File: config.mk
export PLATFORM = sky130hd
export DESIGN_NAME = dice_turn_ctrl
export DESIGN_NICKNAME = d
export VERILOG_FILES = /design/src/rtl/dice_pkg.sv /design/src/rtl/key_edge_sync.sv /design/src/rtl/dice_turn_ctrl.sv
export SDC_FILE = /design/constraint.sdc
export NUM_CORES = 1
export LEC_CHECK = 0
export ABC_AREA = 1
export CAP_MARGIN = 15
export CORE_UTILIZATION = 40
export DETAILED_ROUTE_END_ITERATION = 7
export PLACE_DENSITY = 0.74
export SLEW_MARGIN = 15
export SYNTH_ARGS = -nofsm -noshare
export SYNTH_HDL_FRONTEND = slang
export SYNTH_SLANG_ARGS = --single-unit
File: constraint.sdc
create_clock -name clk -period 3.12 [get_ports clk]
set_input_delay 0.312 -clock clk [delete_from_list [all_inputs] [get_ports clk]]
set_output_delay 0.312 -clock clk [all_outputs]
set_load 0.1 [all_outputs]
File: src/rtl/dice_pkg.sv
// Shared definitions for the two-player dice turn controller: state codes,
// face width, winner codes and the raw-RNG-to-face mapping.
package dice_pkg;

   localparam int FACE_W = 3;

   typedef logic [2:0] state_t;

   localparam state_t ST_IDLE   = 3'd0;
   localparam state_t ST_WAIT1  = 3'd1;
   localparam state_t ST_ROLL1  = 3'd2;
   localparam state_t ST_LATCH1 = 3'd3;
   localparam state_t ST_WAIT2  = 3'd4;
   localparam state_t ST_ROLL2  = 3'd5;
   localparam state_t ST_LATCH2 = 3'd6;
   localparam state_t ST_DONE   = 3'd7;

   localparam logic [1:0] WIN_NONE = 2'b00;
   localparam logic [1:0] WIN_P1   = 2'b01;
   localparam logic [1:0] WIN_P2   = 2'b10;

   // The 3-bit RNG covers 0..7; 6 and 7 fold back onto faces 1 and 2.
   function automatic logic [FACE_W-1:0] rand_to_face(input logic [FACE_W-1:0] r);
      logic [FACE_W-1:0] folded;
      folded = (r >= 3'd6) ? (r - 3'd6) : r;
      return folded + 3'd1;
   endfunction

endpackage

File: src/rtl/key_edge_sync.sv
// Two-flop synchronizer for a raw push-button level followed by a
// rising-edge detector; pulse is high for one clk per press.
module key_edge_sync (
   input  logic clk,
   input  logic reset,
   input  logic key,
   output logic pulse
);

   logic meta;
   logic sync;
   logic prev;

   always_ff @(posedge clk or negedge reset) begin
      if (!reset) begin
         meta <= 1'b0;
         sync <= 1'b0;
         prev <= 1'b0;
      end else begin
         meta <= key;
         sync <= meta;
         prev <= sync;
      end
   end

   assign pulse = sync & ~prev;

endmodule

File: src/rtl/dice_turn_ctrl.sv
// Two-player dice game sequencer: alternating turns, timed RNG runs,
// face latching, saturating score accumulation and winner detection.
// Optional build macro DICE_EXTRA_TURN_EN: a non-winning 6 grants the same
// player another roll instead of passing the turn.
//
// state  | meaning
// IDLE   | after reset, waiting for the first start
// WAIT1  | player 1 to roll, waiting for req1
// ROLL1  | player 1 RNG running, counter timing the roll
// LATCH1 | capture player 1 face, update score, decide next turn
// WAIT2  | player 2 to roll, waiting for req2
// ROLL2  | player 2 RNG running
// LATCH2 | capture player 2 face, update score, decide next turn
// DONE   | target reached, results held until start
module dice_turn_ctrl
   import dice_pkg::*;
#(
   parameter int TARGET_SCORE = 100,
   parameter int ROLL_CYCLES  = 32,
   parameter int SCORE_W      = 8
) (
   input  logic               clk,
   input  logic               reset,
   input  logic               start,
   input  logic               req1,
   input  logic               req2,
   input  logic [FACE_W-1:0]  rand1,
   input  logic [FACE_W-1:0]  rand2,
   output logic               rng_run1,
   output logic               rng_run2,
   output logic [FACE_W-1:0]  face1,
   output logic [FACE_W-1:0]  face2,
   output logic [SCORE_W-1:0] score1,
   output logic [SCORE_W-1:0] score2,
   output logic               turn,
   output logic               roll_done,
   output logic               end_of_game,
   output logic [1:0]         winner
);

   localparam int CNT_W = (ROLL_CYCLES > 1) ? $clog2(ROLL_CYCLES) : 1;
   localparam logic [CNT_W-1:0]   CNT_LOAD   = CNT_W'(ROLL_CYCLES - 1);
   localparam logic [SCORE_W:0]   TARGET_EXT = (SCORE_W+1)'(TARGET_SCORE);

   logic start_ev;
   logic req1_ev;
   logic req2_ev;

   state_t           state;
   state_t           state_nxt;
   logic [CNT_W-1:0] cnt;
   logic [CNT_W-1:0] cnt_nxt;

   logic [FACE_W-1:0]  rand_sel;
   logic [FACE_W-1:0]  face_new;
   logic [SCORE_W-1:0] score_cur;
   logic [SCORE_W:0]   score_sum;
   logic [SCORE_W-1:0] score_new;
   logic               hit;
   logic               extra;
   logic               clear;

   key_edge_sync u_sync_start (.clk(clk), .reset(reset), .key(start), .pulse(start_ev));
   key_edge_sync u_sync_req1  (.clk(clk), .reset(reset), .key(req1),  .pulse(req1_ev));
   key_edge_sync u_sync_req2  (.clk(clk), .reset(reset), .key(req2),  .pulse(req2_ev));

   assign rand_sel  = (state == ST_LATCH2) ? rand2 : rand1;
   assign score_cur = (state == ST_LATCH2) ? score2 : score1;
   assign face_new  = rand_to_face(rand_sel);
   assign score_sum = {1'b0, score_cur} + {{(SCORE_W+1-FACE_W){1'b0}}, face_new};
   assign score_new = score_sum[SCORE_W] ? {SCORE_W{1'b1}} : score_sum[SCORE_W-1:0];
   assign hit       = ({1'b0, score_new} >= TARGET_EXT);
   assign clear     = start_ev && ((state == ST_IDLE) || (state == ST_DONE));

`ifdef DICE_EXTRA_TURN_EN
   assign extra = (face_new == 3'd6);
`else
   assign extra = 1'b0;
`endif

   always_comb begin
      state_nxt = state;
      cnt_nxt   = cnt;
      case (state)
         ST_IDLE:   if (start_ev) state_nxt = ST_WAIT1;
         ST_WAIT1:  if (req1_ev) begin
                       state_nxt = ST_ROLL1;
                       cnt_nxt   = CNT_LOAD;
                    end
         ST_ROLL1:  if (cnt == '0) state_nxt = ST_LATCH1;
                    else           cnt_nxt   = cnt - CNT_W'(1);
         ST_LATCH1: state_nxt = hit ? ST_DONE : (extra ? ST_WAIT1 : ST_WAIT2);
         ST_WAIT2:  if (req2_ev) begin
                       state_nxt = ST_ROLL2;
                       cnt_nxt   = CNT_LOAD;
                    end
         ST_ROLL2:  if (cnt == '0) state_nxt = ST_LATCH2;
                    else           cnt_nxt   = cnt - CNT_W'(1);
         ST_LATCH2: state_nxt = hit ? ST_DONE : (extra ? ST_WAIT2 : ST_WAIT1);
         ST_DONE:   if (start_ev) state_nxt = ST_WAIT1;
         default:   state_nxt = ST_IDLE;
      endcase
   end

   // Results land on the edge leaving LATCHn, together with roll_done.
   always_ff @(posedge clk or negedge reset) begin
      if (!reset) begin
         state       <= ST_IDLE;
         cnt         <= '0;
         rng_run1    <= 1'b0;
         rng_run2    <= 1'b0;
         face1       <= '0;
         face2       <= '0;
         score1      <= '0;
         score2      <= '0;
         turn        <= 1'b0;
         roll_done   <= 1'b0;
         end_of_game <= 1'b0;
         winner      <= WIN_NONE;
      end else begin
         state       <= state_nxt;
         cnt         <= cnt_nxt;
         rng_run1    <= (state_nxt == ST_ROLL1);
         rng_run2    <= (state_nxt == ST_ROLL2);
         end_of_game <= (state_nxt == ST_DONE);
         roll_done   <= (state == ST_LATCH1) || (state == ST_LATCH2);
         if (clear) begin
            face1  <= '0;
            face2  <= '0;
            score1 <= '0;
            score2 <= '0;
            turn   <= 1'b0;
            winner <= WIN_NONE;
         end
         if (state == ST_LATCH1) begin
            face1  <= face_new;
            score1 <= score_new;
            if (hit)         winner <= WIN_P1;
            else if (!extra) turn   <= 1'b1;
         end
         if (state == ST_LATCH2) begin
            face2  <= face_new;
            score2 <= score_new;
            if (hit)         winner <= WIN_P2;
            else if (!extra) turn   <= 1'b0;
         end
      end
   end

endmodule

==> flow_summary_export.csv <==
group,metric,value,unit
status,outcome,"complete, no violations",
sta,post-route-min-period,2.95,ns
die,top_level_ports,40,
clock_network,insertion_delay,0.31,ns
global_route,grtUsageTotal,0.182,
placed_design,place_congestion,0.815,
job,number_of_max_cap_violations,0,
setup_path,crit_chain,"inv_2 > nand3_4 > buf_4 > nand2_1 > nand2_2 > nor2_4 > ha_1 > inv_1 > nand3_1 > and2_1 > ha_1 > nor2_2 > nand2_2 > inv_2 > nor2_4 > nand2_2 > nand2_2 > nand2_1 > nand3_2 > nand2_4 > nand2_2 > nand2_1 > nand3_1 > nor2_1",
finish,area_growth,32.3,%
synth,synth.yosys.seq_area_share,0.474,
placed_design,io_buffers,39,
setup_path,worstReg2RegEnd,"end_of_game",
synth,async_reset_ff_frac,1.00,
sta,post-route-period-util,0.946,
finish,drive_gt1_frac,0.198,
clock_network,cts.path.max_buffers,2,
setup_path,worst_setup_path_class,"reg2reg",
global_route,grt_overflow,0,
synth,postSynthNetCount,311,
placed_design,placed_cells_incl_taps,415,
placed_design,placed_area,0.00299,sq mm
sta,maxSlewHeadroom,0.327,
setup_path,worst_ep_arrival_time,3.20,ns
sta,setup_viols_final,0,
global_route,initial_antenna_violation_count,0,
global_route,maximum_number_of_pins_on_one_net_before_global_route_repair,47,
die,initial_utilization,0.412,
synth,synth-seq-cells,46,
setup_path,worstSetupStartpointType,"flop",
route,via_count,2113,
setup_path,critical_path_required,3.37,ns
sta,hold_violations,0,
clock_network,root_buffer_selected_by_cts,"sky130_fd_sc_hd__clkbuf_8",
setup_path,path_common_cell,"sky130_fd_sc_hd__nand2_2",
setup_path,worstPathMaxFanout,6,
synth,syn_avg_cell_area,8.26,sq um
sta,fin_skew,0.00794,ns
setup_path,crit-reg2reg-launch,"state[0]",
finish,ant_diodes,0,
sta,slew_violations,0,
worst_hold_path,holdCritPathClass,"in2async",
clock_network,ctsHoldBuffers,0,
die,fp-row-count,28,
route,drc_errors,0,
finish,n_fill_cell,531,
setup_path,endpoint_kind,"flop",
setup_path,setup.reg_to_reg.worst_slack,0.17,ns
setup_path,cpPeakStageDelay,0.41,ns
sta,clock.fmax,339,MHz
finish,finalNetCount,370,
synth,yosys_warnings,0,
clock_network,cts_max_level,2,
die,design.core.area,0.00589,sq mm
die,die_area,0.00638,sq mm
synth,instance_count_of_the_mapped_netlist,294,
synth,synth-edff-count,0,
clock_network,clock_tree_from_tritoncts,"built",
clock_network,cts.sink_count,46,
finish,final_cell_count_no_fill,429,
sta,worst_hold_slack,0.163,ns
clock_network,cts.reportedPaths.clkPinSlew,0.09,ns
finish,fin_area,0.00321,sq mm
route,vias_per_cell,4.93,
route,drtIter0Drc,102,
setup_path,crit_slowest_cell,"sky130_fd_sc_hd__dfrtp_1",
route,wl_per_cell,12.8,um
clock_network,tritoncts.num_buffers,5,
sta,worst_slew_pin_slew,1.01,ns
route,routed_wl,5.51,mm
die,fp.dieH,79.9,um
synth,post_syn_area,0.00243,sq mm
route,detailedRoute.firstPassIterationCount,5,
route,drt.antenna.violating_nets,0,
placed_design,place.detailed.hpwl,3.88,mm
die,die_w,79.9,um
synth,synthFlopType,"sky130_fd_sc_hd__dfrtp_1",
setup_path,worst_r2r_path_depth,24,
global_route,wire_length_of_the_first_global_routing_pass,8.96,mm
synth,ys_types,33,
global_route,grt_pass1_vias,1972,
layout make-up:
cell class	count	area, sq um	share of cell area
flip-flops and latches	46	1150	0.359
well taps	75	93.8	0.0292
clock inverters	3	68.8	0.0214
inverters	44	165	0.0514
multi-input cells	196	1120	0.348
clock buffers	5	68.8	0.0214
repair buffers	60	543	0.169
state kept, by name, indices dropped and copies added (netlist names), 2 cells and up:
| name | count |
|---|---|
| cnt | 5 |
| face1 | 3 |
| face2 | 3 |
| score1 | 8 |
| score2 | 8 |
| state | 3 |
| winner | 2 |
layer usage:
metal  GRT usage  routed length [um]  up-vias
li1            -                   -     1075
met1       0.247                2720      972
met2       0.290                2510       58
met3      0.0366                 219        8
met4      0.0589                  61        0
met5           0                   0        -
repair_timing:
item / in CTS / in global routing
resized for setup: 0 / 12
endpoints found under the setup margin: 0 / 8
buffers inserted: 0 / 6
endpoints found under the hold margin: 0 / 0
cell usage after synthesis (2+ instances only):
library cell | count | area share
sky130_fd_sc_hd__inv_2 | 2 | 0.0031
sky130_fd_sc_hd__ha_1 | 6 | 0.031
sky130_fd_sc_hd__o22ai_1 | 7 | 0.018
sky130_fd_sc_hd__nor2_1 | 16 | 0.025
sky130_fd_sc_hd__nand2_1 | 53 | 0.082
sky130_fd_sc_hd__or2_2 | 3 | 0.0077
sky130_fd_sc_hd__nand4_1 | 5 | 0.013
sky130_fd_sc_hd__dfrtp_1 | 46 | 0.47
sky130_fd_sc_hd__a21oi_1 | 2 | 0.0041
sky130_fd_sc_hd__nor2_4 | 3 | 0.014
sky130_fd_sc_hd__nand3_1 | 33 | 0.068
sky130_fd_sc_hd__nand2_2 | 15 | 0.039
sky130_fd_sc_hd__o21ai_1 | 4 | 0.0082
sky130_fd_sc_hd__nand2_4 | 2 | 0.0093
sky130_fd_sc_hd__clkbuf_1 | 6 | 0.0093
sky130_fd_sc_hd__inv_1 | 42 | 0.065
sky130_fd_sc_hd__o21ai_0 | 24 | 0.049
sky130_fd_sc_hd__nor3_1 | 6 | 0.012
sky130_fd_sc_hd__nand3_2 | 4 | 0.016
sky130_fd_sc_hd__o21a_1 | 2 | 0.0062
critical path, delay by kind of cell (launching register included):
kind,cells,cell delay [ns]
fa+ha+maj,2,0.44
flops,1,0.41
buf+inv,4,0.40
simple gates,18,1.63
layout by cell type, fill, tap and decap left out, drive strengths merged:
cell           count
nand2             70
dfrtp             46
inv               44
clkdlybuf4s50     38
nand3             37
o21ai             29
buf               22
nor2              20
o22ai              7
nor3               6
ha                 6
nand4              5
clkbuf             5
a21oi              3
or2                3
o21a               2
bufinv             2
nand3b             2
a21boi             2
and2               1
nor4               1
o31ai              1
a22oi              1
clkinv             1
cell families (layout without fill, tap and decap cells):
kind of cell	Yosys count	in the layout	synth area share
DFF	46	46	0.474
buffers and inverters	52	112	0.0840
AOI/OAI and AO/OA	45	45	0.106
adders and majority gates	6	6	0.0309
and+or+nand+nor	145	145	0.305
worst max-delay path by stage:
| stage | startpoint | slack, ns | end | depth (start not counted) |
|---|---|---|---|---|
| after global routing | state[0] | -0.03 | end_of_game | 24 |
| after CTS | state[0] | 0.10 | rng_run1 | 23 |
| after detailed placement | rand2[0] | -0.08 | rng_run1 | 20 |
| final | state[0] | 0.17 | end_of_game | 24 |
| after floorplan | state[0] | 0.008 | rng_run1 | 22 |
| after global placement | rand2[0] | -0.02 | rng_run1 | 20 |
through the flow:
step | worst slack [ns] | util | setup TNS [ns]
final | 0.169 | 0.546 | 0
after CTS | 0.100 | 0.531 | 0
after global routing | -0.0282 | 0.546 | -0.0487
after floorplan | 0.00772 | - | 0
after global placement | -0.0162 | 0.508 | -0.0162
after detailed placement | -0.0766 | 0.508 | -0.339
Power is left out: the tool's default activity adds up to more than one toggle a clock period on the data nets, which glitch-free logic cannot reach.
